## src/rtl/chol_sqrt_if.sv

```systemverilog
// Request/result bundle for the fixed-point square-root unit.
// The master drives a radicand; the slave returns the root after a fixed latency.
interface chol_sqrt_if #(
  parameter int unsigned WIDTH = 32
);
  logic             clken;
  logic             data_valid;
  logic [WIDTH-1:0] data;
  logic             busy;
  logic [WIDTH-1:0] out;
  logic             out_valid;
  logic             neg_err;

  modport master (
    output clken,
    output data_valid,
    output data,
    input  busy,
    input  out,
    input  out_valid,
    input  neg_err
  );

  modport slave (
    input  clken,
    input  data_valid,
    input  data,
    output busy,
    output out,
    output out_valid,
    output neg_err
  );
endinterface

```

## src/rtl/chol_sqrt.sv

```systemverilog
// Fixed-point square root by restoring digit recurrence: two radicand bits in,
// one root bit out per enabled cycle, MSB first, fixed latency of (WIDTH+FRAC)/2.
module chol_sqrt #(
  parameter int unsigned WIDTH = 32,
  parameter int unsigned FRAC  = 16
) (
  input logic        clk,
  input logic        rst,
  chol_sqrt_if.slave bus
);
  localparam int unsigned RadW = WIDTH + FRAC;
  localparam int unsigned N    = RadW / 2;
  localparam int unsigned RemW = N + 2;
  localparam int unsigned TmpW = RemW + 2;
  localparam int unsigned CntW = $clog2(N + 1);

  typedef enum logic [2:0] {
    StIdle = 3'b001,
    StCalc = 3'b010,
    StDone = 3'b100
  } state_e;

  state_e            state_q, state_d;
  logic [RadW-1:0]   rad_q, rad_d;
  logic [RemW-1:0]   rem_q, rem_d;
  logic [N-1:0]      root_q, root_d;
  logic [CntW-1:0]   cnt_q, cnt_d;
  logic              neg_q, neg_d;
  logic              busy_q, busy_d;
  logic [WIDTH-1:0]  out_q, out_d;
  logic              out_valid_q, out_valid_d;
  logic              neg_err_q, neg_err_d;

  logic [TmpW-1:0]   rem_shift;
  logic [TmpW-1:0]   trial;
  logic [RemW-1:0]   iter_rem;
  logic [N-1:0]      iter_root;
  logic              unused_bits;

  // One recurrence step; the remainder stays below 2^(N+1), so the top
  // bits of the widened temporaries only ever carry the trial sign.
  always_comb begin
    rem_shift = {rem_q, rad_q[RadW-1 -: 2]};
    trial     = rem_shift - {2'b00, root_q, 2'b01};
    if (trial[TmpW-1]) begin
      iter_rem  = rem_shift[RemW-1:0];
      iter_root = {root_q[N-2:0], 1'b0};
    end else begin
      iter_rem  = trial[RemW-1:0];
      iter_root = {root_q[N-2:0], 1'b1};
    end
  end

  assign unused_bits = ^{trial[TmpW-2:RemW], rem_shift[TmpW-1:RemW]};

  always_comb begin
    state_d     = state_q;
    rad_d       = rad_q;
    rem_d       = rem_q;
    root_d      = root_q;
    cnt_d       = cnt_q;
    neg_d       = neg_q;
    busy_d      = busy_q;
    out_d       = out_q;
    out_valid_d = out_valid_q;
    neg_err_d   = neg_err_q;

    unique case (state_q)
      StIdle: begin
        if (bus.data_valid) begin
          rad_d   = {1'b0, bus.data[WIDTH-2:0], {FRAC{1'b0}}};
          neg_d   = bus.data[WIDTH-1];
          rem_d   = '0;
          root_d  = '0;
          cnt_d   = '0;
          busy_d  = 1'b1;
          state_d = StCalc;
        end
      end
      StCalc: begin
        rad_d  = rad_q << 2;
        rem_d  = iter_rem;
        root_d = iter_root;
        cnt_d  = cnt_q + CntW'(1);
        if (cnt_q == CntW'(N - 1)) begin
          out_d       = neg_q ? '0 : WIDTH'(iter_root);
          neg_err_d   = neg_q;
          out_valid_d = 1'b1;
          busy_d      = 1'b0;
          state_d     = StDone;
        end
      end
      StDone: begin
        out_valid_d = 1'b0;
        state_d     = StIdle;
      end
      default: begin
        state_d = StIdle;
      end
    endcase
  end

  always_ff @(posedge clk) begin
    if (rst) begin
      state_q     <= StIdle;
      rad_q       <= '0;
      rem_q       <= '0;
      root_q      <= '0;
      cnt_q       <= '0;
      neg_q       <= 1'b0;
      busy_q      <= 1'b0;
      out_q       <= '0;
      out_valid_q <= 1'b0;
      neg_err_q   <= 1'b0;
    end else if (bus.clken) begin
      state_q     <= state_d;
      rad_q       <= rad_d;
      rem_q       <= rem_d;
      root_q      <= root_d;
      cnt_q       <= cnt_d;
      neg_q       <= neg_d;
      busy_q      <= busy_d;
      out_q       <= out_d;
      out_valid_q <= out_valid_d;
      neg_err_q   <= neg_err_d;
    end
  end

  assign bus.busy      = busy_q;
  assign bus.out       = out_q;
  assign bus.out_valid = out_valid_q;
  assign bus.neg_err   = neg_err_q;
endmodule

```

## src/flat_wrapper.sv

```systemverilog
// flat-port wrapper written by rule: the top's interface ports become plain ports
module chol_sqrt_flat 
#(
  parameter int unsigned WIDTH = 32,
  parameter int unsigned FRAC  = 16
)
  (clk, rst, bus_clken, bus_data_valid, bus_data, bus_busy, bus_out, bus_out_valid, bus_neg_err);
  chol_sqrt_if #(.WIDTH(WIDTH)) bus_i ();
  input logic clk;
  input logic rst;
  input wire logic [$bits(bus_i.clken)-1:0] bus_clken;
  input wire logic [$bits(bus_i.data_valid)-1:0] bus_data_valid;
  input wire logic [$bits(bus_i.data)-1:0] bus_data;
  output wire logic [$bits(bus_i.busy)-1:0] bus_busy;
  output wire logic [$bits(bus_i.out)-1:0] bus_out;
  output wire logic [$bits(bus_i.out_valid)-1:0] bus_out_valid;
  output wire logic [$bits(bus_i.neg_err)-1:0] bus_neg_err;
  assign bus_i.clken = bus_clken;
  assign bus_i.data_valid = bus_data_valid;
  assign bus_i.data = bus_data;
  assign bus_busy = bus_i.busy;
  assign bus_out = bus_i.out;
  assign bus_out_valid = bus_i.out_valid;
  assign bus_neg_err = bus_i.neg_err;
  chol_sqrt #(.WIDTH(WIDTH), .FRAC(FRAC)) u_core (.clk(clk), .rst(rst), .bus(bus_i));
endmodule
```

## config.mk

```make
export PLATFORM = sky130hd
export DESIGN_NAME = chol_sqrt_flat
export DESIGN_NICKNAME = d
export VERILOG_FILES = /design/src/rtl/chol_sqrt_if.sv /design/src/rtl/chol_sqrt.sv /design/src/flat_wrapper.sv
export SDC_FILE = /design/constraint.sdc
export NUM_CORES = 1
export LEC_CHECK = 0
export CAP_MARGIN = 40
export CORE_UTILIZATION = 24
export CTS_CLUSTER_SIZE = 12
export DETAILED_ROUTE_END_ITERATION = 16
export GPL_ROUTABILITY_DRIVEN = 0
export SLEW_MARGIN = 15
export SYNTH_ARGS = -nofsm -noshare
export SYNTH_HDL_FRONTEND = slang
export SYNTH_SLANG_ARGS = --single-unit
```

## constraint.sdc

```tcl
create_clock -name clk -period 3.5 [get_ports clk]
set_input_delay 0.35 -clock clk [delete_from_list [all_inputs] [get_ports clk]]
set_output_delay 0.35 -clock clk [all_outputs]
set_load 0.03 [all_outputs]
```

==> reports/qor.txt, run 1 <==
=================================================================================================
Status ............................................................................. finished, final reports clean
Die Footprint ......................................................................    26300 µm²
P_int ..............................................................................    0.00279 W
Count of pins over their slew limit ................................................            0
Main synth FF type ................................................................. sky130_fd_sc_hd__dfxtp_1
Global-route wire length before repair .............................................     25200 µm
Worst Setup Path Type .............................................................. flip-flop to flip-flop
Number of failing hold endpoints at the final stage ................................            0
Critical register-to-register path startpoint ...................................... u_core.root_q[20]
Width of the die ...................................................................       162 µm
Violation count after the first detailed-routing iteration .........................          251
Critical path data required time ...................................................      3.78 ns
Final net count ....................................................................          839
Largest net degree at the start of global routing ..................................           51
Leakage ............................................................................      2.84 nW
Flop2flop setup slack ..............................................................      0.48 ns
Final antenna-violating net count ..................................................            0
Standard cell core area ............................................................    25200 µm²
Kind of start point of the critical path ...........................................    flip-flop
Worst-case headroom to the max-slew limit ..........................................        0.585
Launch point of the worst hold path ................................................          rst
EDFF count, synth ..................................................................            0
Count of standard-cell rows ........................................................           58
Port bufs ..........................................................................           62
Transition time at the pin with the least slew margin ..............................     0.622 ns
Share of power burned in combinational logic .......................................        0.099
Biggest fanout along the worst timing path .........................................           18
Via Count ..........................................................................         5246
Avg Cell Area, Syn .................................................................     8.49 µm²
Accumulated negative setup slack ...................................................         0 ns
Antenna violations before repair ...................................................            1
Via/cell ratio .....................................................................         4.68
Chip height ........................................................................       162 µm
RSZ-0062 raised after global routing ...............................................        false
Count of placed standard cells in the final layout, fillers left out ...............         1121
Number of standard cells after synthesis ...........................................          726
Clock tree root driver cell ........................................................ sky130_fd_sc_hd__clkbuf_16
Clock Path Buffers .................................................................            2
Synthesized cell area ..............................................................     6160 µm²
Total DRC errors in the routed layout ..............................................            0
Initial core utilization ...........................................................        0.245
Flop pwr share .....................................................................        0.387
Final setup violation count ........................................................            0
Reg clk slew, reported paths .......................................................      0.06 ns
Part of the Yosys area used for sequential elements ................................        0.383
Hold-critical path endpoint ........................................................ u_core.rem_q[1]
Min cycle time layout ..............................................................      3.02 ns
TritonCTS Sinks ....................................................................          118
DRT Wirelength .....................................................................     15200 µm
GR Util All Layers .................................................................        0.120
Fraction of synthesis flops using an asynchronous set or reset pin .................            0
Sw frac ............................................................................        0.229
Share of the clock period used by the worst path after layout ......................        0.862
DP Wirelength ......................................................................     10500 µm
Clock tree from TritonCTS ..........................................................        built
Remaining Overflow, GRT ............................................................            0
Worst voltage drop across the vdd grid .............................................   0.000269 V
Power per unit of standard cell area ...............................................   465 nW/µm²
Depth of the worst register-to-register path .......................................           11
CTS Buf Count ......................................................................           17
Via count of the first global-routing pass .........................................         5129
Data arrival time of the critical path .............................................      3.30 ns
Number of cells in the design after placement ......................................         1087
Min-delay worst type ............................................................... input port to flip-flop
Number of H-tree branching levels ..................................................            4
IO Pins ............................................................................           71
Seq cells post-synth ...............................................................          118
Fmax ...............................................................................      331 MHz
Number of distinct library cell variants in the gate-level netlist after synthesis .           60
Syn. warnings ......................................................................            0
Insertion delay to the later sink of the worst-skew pair ...........................      0.42 ns
Clock share of power ...............................................................        0.514
Cts hold-fix bufs ..................................................................            0
Number of buffers inserted by post-CTS setup repair ................................            0
Net switching component of the power ...............................................   0.000828 W
Fraction of layout cells with a size suffix above 1 ................................       0.0835
Count of max-cap constraint violations .............................................            0
Resized cells post-CTS .............................................................            0
R2R Path End ....................................................................... u_core.rem_q[4]
Fraction of synthesized cell area taken by the top area cell type ..................        0.383
Syn-to-layout area delta ...........................................................        26.1%
Initial DRT Pass Iterations ........................................................            4
Clock skew after layout ............................................................   0.00744 ns
Largest area contributor in the synthesized netlist ................................ sky130_fd_sc_hd__dfxtp_1
Drt wl/cell ........................................................................      13.5 µm
Crit end category ..................................................................    flip-flop
Cells taking the most area after synthesis ......................................... sky130_fd_sc_hd__dfxtp_1 (38%), sky130_fd_sc_hd__mux2i_1 (8.1%), sky130_fd_sc_hd__nor2_1 (6.6%), sky130_fd_sc_hd__ha_1 (5.3%), sky130_fd_sc_hd__a21oi_1 (4.1%)
Hold path cells ....................................................................            3
=================================================================================================
==> power by group through the flow <==
stage               clock network [W]  logic, W  registers [W]
floorplan                           0  0.000269        0.00142
global placement                    0  0.000351        0.00143
detailed placement                  0  0.000359        0.00143
CTS                           0.00190  0.000361        0.00140
global route                  0.00195  0.000390        0.00140
finish                        0.00186  0.000358        0.00140
==> cell type report <==
type / instances / area (µm²)
clock inverter: 8 / 145
clock buffer: 24 / 482
multi-input combinational: 532 / 3490
timing repair buffer: 78 / 768
inverter: 30 / 113
tap: 330 / 413
antenna: 1 / 2.50
sequential: 118 / 2360
fill: 2622 / 17400
==> metrics by stage <==
stage	utilization	setup slack, ns	hold slack [ns]	area [µm²]	total power [W]
finish	0.309	0.483	0.370	7770	0.00362
detailed placement	0.283	0.507	0.465	7140	0.00179
CTS	0.308	0.475	0.463	7760	0.00366
global route	0.309	0.257	0.368	7770	0.00374
floorplan	-	1.02	0.432	6190	0.00169
global placement	0.282	0.541	0.450	7100	0.00178
==> worst max-delay path by stage <==
| stage | startpoint | end | cells past startpoint |
|---|---|---|---|
| 5_1_grt | u_core.root_q[20] | u_core.rem_q[10] | 11 |
| 6_report | u_core.root_q[20] | u_core.rem_q[4] | 11 |
| 2_1_floorplan | u_core.root_q[20] | u_core.rem_q[17] | 11 |
| 4_1_cts | u_core.root_q[20] | u_core.rem_q[10] | 11 |
| 3_5_place_dp | u_core.root_q[20] | u_core.rem_q[2] | 11 |
| 3_3_place_gp | u_core.root_q[20] | u_core.rem_q[11] | 11 |
==> critical path: stages (launching register included) <==
cell,delay (ns)
sky130_fd_sc_hd__dfxtp_1,0.35
sky130_fd_sc_hd__inv_1,0.07
sky130_fd_sc_hd__ha_1,0.45
sky130_fd_sc_hd__a21o_1,0.28
sky130_fd_sc_hd__or3b_4,0.41
sky130_fd_sc_hd__o211ai_2,0.17
sky130_fd_sc_hd__nand2_1,0.10
sky130_fd_sc_hd__a31oi_4,0.21
sky130_fd_sc_hd__xnor2_4,0.29
sky130_fd_sc_hd__buf_12,0.26
sky130_fd_sc_hd__mux2i_1,0.21
sky130_fd_sc_hd__o21ai_1,0.07
==> placed cells by master (no fill, tap or decap), drive strengths merged, types with 2 or more instances in the layout <==
cell type,count
dfxtp,118
nor2,109
clkdlybuf4s50,61
a21oi,51
mux2i,50
nand2,47
o21ai,39
a211oi,32
inv,30
a22oi,29
nor3,28
ha,26
clkbuf,24
xnor2,17
buf,17
a21o,15
a31oi,11
nand3,10
conb,8
nand2b,7
o21a,6
a2bb2oi,5
xor2,4
bufinv,4
o211ai,4
a41oi,3
nand4b,2
o211a,2
o31a,2
o22ai,2
nand4,2
clkinvlp,2
clkinv,2
o311ai,2
==> synthesized netlist by cell type (4+ instances only) <==
library cell and count:
sky130_fd_sc_hd__a21o_1 13, sky130_fd_sc_hd__mux2i_1 50, sky130_fd_sc_hd__nand2_1 47, sky130_fd_sc_hd__a21oi_1 51, sky130_fd_sc_hd__buf_4 10, sky130_fd_sc_hd__a31oi_1 8, sky130_fd_sc_hd__inv_1 30, sky130_fd_sc_hd__o21ai_0 12
sky130_fd_sc_hd__nand2b_1 7, sky130_fd_sc_hd__o21ai_1 26, sky130_fd_sc_hd__nor3_1 27, sky130_fd_sc_hd__nor2_1 109, sky130_fd_sc_hd__a2bb2oi_1 5, sky130_fd_sc_hd__dfxtp_1 118, sky130_fd_sc_hd__xnor2_1 16, sky130_fd_sc_hd__xor2_1 4
sky130_fd_sc_hd__ha_1 26, sky130_fd_sc_hd__a22oi_1 29, sky130_fd_sc_hd__o21a_1 6, sky130_fd_sc_hd__nand3_1 10, sky130_fd_sc_hd__a211oi_1 32, sky130_fd_sc_hd__clkbuf_1 36
==> state kept, by name (all words and copies together) (netlist names) <==
| signal | cells |
|---|---|
| u_core.root_q | 24 |
| u_core.bus.neg_err | 1 |
| u_core.bus.out | 24 |
| u_core.state_q | 3 |
| u_core.rem_q | 26 |
| u_core.cnt_q | 5 |
| u_core.rad_q | 32 |
| u_core.neg_q | 1 |
| u_core.bus.busy | 1 |
| u_core.bus.out_valid | 1 |
==> logic make-up after synthesis <==
group                      after synthesis  synth area share
and+or+nand+nor                        214             0.152
AOI/OAI and AO/OA                      212             0.235
DFF                                    118             0.383
buffers and inverters                   83            0.0597
muxes                                   51            0.0830
adders and majority gates               26            0.0528
xor gates and xnor gates                21            0.0329
other                                    1          0.000608
==> routing by layer <==
layer  up-vias  routed length, µm  GRT usage
li1       2700                  -          -
met1      2430               6920      0.142
met2        94               7280      0.202
met3        22                709     0.0378
met4         0                270     0.0433
met5         -                  0          0
(Power assumes the default switching activity.)
==> inputs of run 2 (changes only) <==
Settings changed: GPL_ROUTABILITY_DRIVEN 0 to unset.
==> run 2 against run 1 <==
Net effect: die area stayed put; largest cell class unchanged; sequential power hardly changed; largest power group unchanged; maximum frequency is 3.8% lower; via count is 0.19% higher; clock power is 3% higher; register-to-register slack worse by 0.12 ns; routed wire length is 0.40% lower; clock-buffer cell count is 4 lower.
==> reports/qor.txt, run 2 (synthesis results as in run 1) <==
=====================================================================================
Status ................................................................. finished, final reports clean
Port bufs ..............................................................           62
Depth of the worst register-to-register path ...........................           11
DP Wirelength ..........................................................     10500 µm
Final setup violation count ............................................            0
Count of standard-cell rows ............................................           58
Data arrival time of the critical path .................................      3.41 ns
Accumulated negative setup slack .......................................         0 ns
Largest register by flop count ......................................... u_core.rad_q
Final net count ........................................................          836
Crit end category ......................................................    flip-flop
IO Pins ................................................................           71
Reg clk slew, reported paths ...........................................      0.06 ns
Max FFs per register ...................................................           32
Worst Setup Path Type .................................................. flip-flop to flip-flop
Most frequent standard cell in the layout excluding fill and tap cells . sky130_fd_sc_hd__dfxtp_1
Share of the clock period used by the worst path after layout ..........        0.897
Critical path data required time .......................................      3.78 ns
Worst-case headroom to the max-slew limit ..............................        0.453
Number of H-tree branching levels ......................................            4
R2R Path End ........................................................... u_core.rem_q[2]
Critical register-to-register path startpoint .......................... u_core.root_q[20]
Gpl congestion .........................................................        0.837
Power per unit of standard cell area ...................................   473 nW/µm²
Syn-to-layout area delta ...............................................        26.0%
CTS Buf Count ..........................................................           17
Resized cells post-CTS .................................................            0
Via/cell ratio .........................................................         4.71
Cts hold-fix bufs ......................................................            0
Worst voltage drop across the vdd grid .................................   0.000237 V
Transition time at the pin with the least slew margin ..................     0.818 ns
Width of the die .......................................................       162 µm
Final antenna-violating net count ......................................            0
Total DRC errors in the routed layout ..................................            0
Met1 usage .............................................................        0.144
Number of buffers inserted by post-CTS setup repair ....................            0
Leading cell types in the layout, fill and taps excluded ............... sky130_fd_sc_hd__dfxtp_1 (118), sky130_fd_sc_hd__nor2_1 (107), sky130_fd_sc_hd__clkdlybuf4s50_1 (61)
Hold Slack .............................................................     0.447 ns
Leakage ................................................................      2.84 nW
Violation count after the first detailed-routing iteration .............          268
Global-route wire length before repair .................................     25600 µm
Initial DRT Pass Iterations ............................................            7
Count of pins over their slew limit ....................................            0
Clock tree from TritonCTS ..............................................        built
Insertion delay to the later sink of the worst-skew pair ...............      0.42 ns
Fmax ...................................................................      319 MHz
Via Count ..............................................................         5256
Busiest layer in global routing ........................................         met2
Kind of start point of the critical path ...............................    flip-flop
Biggest fanout along the worst timing path .............................           20
Clock skew after layout ................................................   0.00908 ns
Number of failing hold endpoints at the final stage ....................            0
Launch point of the worst hold path ....................................          rst
Via count of the first global-routing pass .............................         5210
Flop2flop setup slack ..................................................      0.36 ns
DRT Wirelength .........................................................     15100 µm
Initial core utilization ...............................................        0.245
Die Footprint ..........................................................    26300 µm²
GR met3 Demand/Resource ................................................       0.0355
Hold-critical path endpoint ............................................ u_core.rem_q[23]
Total inserted antenna cells ...........................................            0
Remaining Overflow, GRT ................................................            0
Met2 global-route usage ................................................        0.202
GR Util All Layers .....................................................        0.121
Clock Path Buffers .....................................................            2
Hold path cells ........................................................            4
Standard cell core area ................................................    25200 µm²
RSZ-0062 raised after global routing ...................................        false
Min cycle time layout ..................................................      3.14 ns
Drt wl/cell ............................................................      13.5 µm
Antenna violations before repair .......................................            0
Clock tree root driver cell ............................................ sky130_fd_sc_hd__clkbuf_16
Count of max-cap constraint violations .................................            0
Chip height ............................................................       162 µm
Min-delay worst type ................................................... input port to flip-flop
Largest net degree at the start of global routing ......................           59
Largest registers in the final layout .................................. u_core.rad_q: 32 flops, u_core.rem_q: 26 flops
Fraction of layout cells with a size suffix above 1 ....................       0.0826
TritonCTS Sinks ........................................................          118
Number of fill cells ...................................................         2624
=====================================================================================
[run 2: critical path, cell delays in order, from the launching register on]
cell and delay, ns:
sky130_fd_sc_hd__dfxtp_1 0.35, sky130_fd_sc_hd__inv_1 0.08, sky130_fd_sc_hd__ha_1 0.50, sky130_fd_sc_hd__nand2_1 0.19, sky130_fd_sc_hd__nor4_4 0.38, sky130_fd_sc_hd__a211oi_1 0.12
sky130_fd_sc_hd__nand2_1 0.12, sky130_fd_sc_hd__a31oi_4 0.06, sky130_fd_sc_hd__xnor2_4 0.66, sky130_fd_sc_hd__buf_12 0.26, sky130_fd_sc_hd__mux2i_1 0.20, sky130_fd_sc_hd__o21ai_1 0.08
[run 2: cell type report]
type	count	area, µm²	area share
clock buffer	20	447	0.0575
inverter	30	113	0.0145
timing repair buffer	75	746	0.0960
clock inverter	12	200	0.0258
sequential	118	2360	0.304
tap	330	413	0.0531
multi-input combinational	532	3490	0.449
[run 2: worst max path at each step]
| stage | start | to | slack (ns) | cells past startpoint |
|---|---|---|---|---|
| floorplan | u_core.root_q[20] | u_core.rem_q[17] | 1.02 | 11 |
| global placement | u_core.root_q[20] | u_core.rem_q[6] | 0.46 | 11 |
| detailed placement | u_core.root_q[20] | u_core.rem_q[2] | 0.42 | 11 |
| CTS | u_core.root_q[20] | u_core.rem_q[2] | 0.36 | 11 |
| global route | u_core.root_q[20] | u_core.rem_q[6] | 0.13 | 11 |
| finish | u_core.root_q[20] | u_core.rem_q[2] | 0.36 | 11 |
[run 2: per-stage QoR]
stage / instances / util / instance area [µm²] / total power [W] / setup WS, ns
final: 1117 / 0.309 / 7770 / 0.00367 / 0.362
after global placement: 1083 / 0.281 / 7090 / 0.00178 / 0.461
after CTS: 1117 / 0.309 / 7770 / 0.00373 / 0.360
after global routing: 1117 / 0.309 / 7770 / 0.00382 / 0.134
after floorplan: 733 / - / 6190 / 0.00169 / 1.02
after detailed placement: 1085 / 0.283 / 7120 / 0.00178 / 0.418
[run 2: power by group]
group          internal, W  switching [W]  total (W)
clock              0.00128       0.000634    0.00192
combinational     0.000165       0.000194   0.000359
sequential         0.00138      0.0000205    0.00140
[run 2: per-layer routing]
layer,routed length [µm],share of wire,up-vias
li1,-,-,2686
met2,7280,0.48,118
met3,768,0.051,22
met5,0,0,-
met1,6790,0.45,2430
met4,278,0.018,0
